### config.mk
export PLATFORM = sky130hd
export DESIGN_NAME = train_scheduler
export DESIGN_NICKNAME = d
export VERILOG_FILES = /design/src/rtl/train_scheduler.sv
export SDC_FILE = /design/constraint.sdc
export NUM_CORES = 1
export LEC_CHECK = 0
export ABC_CLOCK_PERIOD_IN_PS = 2200
export CAP_MARGIN = 20
export CORE_MARGIN = 5
export CORE_UTILIZATION = 35
export CTS_CLUSTER_DIAMETER = 50
export CTS_CLUSTER_SIZE = 24
export DETAILED_ROUTE_END_ITERATION = 7
export REMOVE_ABC_BUFFERS = 1
export SYNTH_ARGS = -nofsm -noshare
export SYNTH_HDL_FRONTEND = slang
export SYNTH_SLANG_ARGS = --single-unit
### constraint.sdc
create_clock -name clk_i -period 2.2 [get_ports clk_i]
set_input_delay 0.33 -clock clk_i [delete_from_list [all_inputs] [get_ports clk_i]]
set_output_delay 0.33 -clock clk_i [all_outputs]
set_load 0.01 [all_outputs]
### src/rtl/train_scheduler.sv
// train_scheduler: epoch-level training controller sequencing clear, forward pass,
// backprop and weight commit, with early stop on zero loss and per-phase timeout.
module train_scheduler #(
    parameter int EPOCH_W = 8,
    parameter int TIMEOUT = 64,
    parameter int TO_W    = 8
) (
    input  logic               clk_i,
    input  logic               rst_i,
    input  logic               en_i,
    input  logic               init_i,
    input  logic [EPOCH_W-1:0] epochs_i,
    input  logic               zero_end_check_i,
    input  logic               f_end_i,
    input  logic               loss_zero_i,
    input  logic               b_end_i,
    output logic               zero_o,
    output logic               f_pass_o,
    output logic               b_pass_o,
    output logic               w_update_o,
    output logic [EPOCH_W-1:0] epoch_o,
    output logic               busy_o,
    output logic               done_o,
    output logic               early_o,
    output logic               timeout_o
);
    typedef enum logic [2:0] {IDLE, CLEAR, FWD, BWD, UPDATE, DONE, ERR} state_t;
    state_t             state, state_nxt;
    logic [EPOCH_W-1:0] target, epoch_inc;
    logic [TO_W-1:0]    cnt;
    logic               init_q, start, in_phase, idle_like, expired;

    assign start     = init_i & ~init_q;
    assign epoch_inc = epoch_o + 1'b1;
    assign in_phase  = (state == CLEAR) | (state == FWD) | (state == BWD);
    assign idle_like = (state == IDLE) | (state == DONE) | (state == ERR);
    // An end handshake on the terminal-count cycle takes priority over the timeout.
    assign expired   = in_phase & (cnt == TO_W'(TIMEOUT - 1));

    always_comb begin
        state_nxt = state;
        case (state)
            IDLE, DONE, ERR: state_nxt = start ? CLEAR : state;
            CLEAR:           state_nxt = zero_end_check_i ? FWD : expired ? ERR : CLEAR;
            FWD:             state_nxt = f_end_i ? (loss_zero_i ? DONE : BWD) : expired ? ERR : FWD;
            BWD:             state_nxt = b_end_i ? UPDATE : expired ? ERR : BWD;
            UPDATE:          state_nxt = (epoch_inc == target) ? DONE : CLEAR;
            default:         state_nxt = IDLE;
        endcase
    end

    always_ff @(posedge clk_i or negedge rst_i) begin
        if (!rst_i) begin
            state   <= IDLE;
            epoch_o <= '0;
            target  <= '0;
            early_o <= 1'b0;
            cnt     <= '0;
            init_q  <= 1'b0;
        end else if (en_i) begin
            state  <= state_nxt;
            init_q <= init_i;
            cnt    <= (state_nxt != state) ? '0 : in_phase ? cnt + 1'b1 : cnt;
            if (start && idle_like) begin
                target  <= (epochs_i == '0) ? EPOCH_W'(1) : epochs_i;
                epoch_o <= '0;
                early_o <= 1'b0;
            end
            if (state == UPDATE)
                epoch_o <= epoch_inc;
            if (state == FWD && f_end_i && loss_zero_i)
                early_o <= 1'b1;
        end
    end

    assign zero_o     = state == CLEAR;
    assign f_pass_o   = state == FWD;
    assign b_pass_o   = state == BWD;
    assign w_update_o = (state == UPDATE) & en_i;
    assign busy_o     = in_phase | (state == UPDATE);
    assign done_o     = state == DONE;
    assign timeout_o  = state == ERR;
endmodule

==> metrics <==
status complete, but fails checks; failing checks negative setup slack; clk sinks 29; Initial DRC Count 96; R2R setup slack -0.01 ns; minimum clock period 2.21 ns; RR Endpoint cnt[4]$_DFFE_PN0P_; multi-input logic area 0.00116 mm^2; commonest non-fill, non-tap cells in the layout 31 x clkdlybuf4s50_1, 27 x dfrtp_1, 25 x nand2_1, 22 x buf_4, 17 x nor2_1; clock buffer depth 2; Post-Synthesis Cell Area 0.00197 mm^2; hold_ws 0.452 ns; Final ANT Viol Nets 0; most common cell after layout, fill and taps aside clkdlybuf4s50_1; worst r2r src epoch_o[1]$_DFFE_PN0P_; die extent in y 85.0 um; final max-slew violation count 0; WL per Instance 14.5 um; ant diodes 0; worst-path fanout max 5; Synth cell types 50; Area Overhead vs Synth 32.5%; CP endpoint kind register; Vias/cell 5.25; max_cap viols 0; clock root buffer clkbuf_8; Setup CP Type register to register; CTS Buf Count 5; clk_lat worst skew 0.27 ns; VDD IR max 508 uV; nets 286; Final Hold Fails 0; worst min-delay path category primary input to asynchronous set/reset pin; worst slack, placed -0.0798 ns; flip-flop and latch area 728 um^2; fmax 0.452 GHz; IO Pins 32; power consumption 0.00276 W; prevailing post-synth register cell dfrtp_1; Fillers 548; # DRC 0; routed vias 1789; Tcrit/Tclk final 100%; drt total wl 4950 um; power per cell area 1060 mW/mm^2; Placer Congestion 0.889; Die X 85.0 um; largest net degree at the start of global routing 30; hold_buf cts 0; initial antenna violation count 0; PnR worst setup slack -0.0108 ns; Mapped Avg Cell Area 9.00 um^2; grt ovf 0; global-route wire length before repair 8020 um; CTS tree built; async set or reset register ratio after synthesis 100%; top post-synthesis cells by area dfrtp_1 37%, nand2_1 4.8%, mux2_2 4.6%, o21ai_0 4.1%, nor2_1 3.2%; sequential-to-total area share from yosys stat 36.8%; setup TNS -0.0186 ns; share of cells above drive strength 1 22.7%; top-area cell type share of the netlist area 36.8%; leading area contributor after synthesis dfrtp_1; yosys synthesis warning count 0; GRT Total Usage 13.4%; Cells after Synth 219; count of final setup violators 2; clock slew at reported path FFs 0.07 ns; reg2reg path depth 8; count of state elements after synthesis 29; drt pass-1 iters 4; Critical Path Start Type register; Initial Util 36.0%; core area 0.00547 mm^2; IO buf count 31; Data arrival, critical path 2.40 ns; WP data required 2.39 ns; area of the die 0.00723 mm^2; worst slew pin tran 0.402 ns; RSZ-0062 raised after global routing true; site row count 27; Slew HR 73.1%; Final HPWL DP 3590 um; Static Leakage 1.04 nW; Post-Route Skew 0.00424 ns; vias in the first global route 1659; number of enable flip-flop cells after synthesis 0; htree depth 2
area by class of cell:
cell class	instances	share of cell area (%)
Clock buffer	7	3.69
Clock inverter	1	0.192
Inverter	7	1.01
Multi-Input combinational cell	169	44.3
Sequential cell	29	27.9
Tap cell	72	3.45
Timing Repair Buffer	56	19.5
cell families (layout without fill, tap and decap cells):
| family | after synthesis | after routing | synth area share, % |
|---|---|---|---|
| and+or+nand+nor | 90 | 90 | 24.1 |
| AOI/OAI and AO/OA | 56 | 56 | 19.8 |
| DFF | 29 | 29 | 36.8 |
| buffers and inverters | 21 | 71 | 7.56 |
| xor gates and xnor gates | 12 | 12 | 5.33 |
| muxes | 9 | 9 | 5.08 |
| adders and majority gates | 2 | 2 | 1.27 |
synthesized netlist by cell type (all sizes together), types with 2 or more instances:
library cell,n
a21oi,10
a31oi,8
and2,3
and3,4
and4,2
buf,7
clkbuf,6
dfrtp,29
ha,2
inv,7
mux2,8
nand2,25
nand2b,3
nand3,7
nand4,7
nor2,17
nor2b,8
nor3,3
nor3b,5
o211ai,2
o21ai,17
o221ai,4
o31ai,4
xnor2,7
xor2,5
per-stage QoR:
step	std cells	utilization [%]	area (um^2)
2_1_floorplan	205	-	1850
3_3_place_gp	327	43.7	2390
3_5_place_dp	327	43.7	2390
4_1_cts	339	46.5	2540
5_1_grt	341	47.7	2610
6_report	341	47.7	2610
worst max path at each step:
stage | start | end | slack [ns]
2_1_floorplan | epoch_o[0]$_DFFE_PN0P_ | cnt[0]$_DFFE_PN0P_ | 0.02
3_3_place_gp | epoch_o[1]$_DFFE_PN0P_ | cnt[0]$_DFFE_PN0P_ | 0.008
3_5_place_dp | epoch_o[1]$_DFFE_PN0P_ | cnt[5]$_DFFE_PN0P_ | -0.08
4_1_cts | epoch_o[0]$_DFFE_PN0P_ | cnt[3]$_DFFE_PN0P_ | 0.005
5_1_grt | epoch_o[0]$_DFFE_PN0P_ | cnt[6]$_DFFE_PN0P_ | -0.12
6_report | epoch_o[1]$_DFFE_PN0P_ | cnt[4]$_DFFE_PN0P_ | -0.01
worst max-delay path: stages (launching register included):
cell	delay, ns
dfrtp_1	0.42
ha_4	0.30
xnor2_2	0.10
nand3_1	0.09
or4_4	0.57
a2111oi_4	0.20
buf_4	0.19
o21ai_2	0.10
o221ai_1	0.15
state kept, by name, summed over array words and instances, names as in the netlist:
name and cells:
cnt 8, early_o 1, epoch_o 8, init_q 1, state 3, target 8
metal layers:
layer | global-route usage [%] | part of all wire (%) | vias up
met5 | 0 | 0 | -
met4 | 3.02 | 0.59 | 0
met3 | 2.62 | 3.4 | 2
met2 | 21.5 | 49 | 33
met1 | 18.6 | 47 | 861
li1 | - | - | 893
what timing repair did:
item / in CTS / in global routing
setup endpoints to repair: 7 / 12
buffers inserted: 4 / 2
pin swaps: 4 / 9
resized for setup: 3 / 14
where the power goes:
part / switching, W / internal, W
Sequential: 0.000142 / 0.000680
Clock: 0.000199 / 0.000282
Combinational: 0.000734 / 0.000718
Total: 0.00107 / 0.00168
Power figures use the tool's default switching activity.
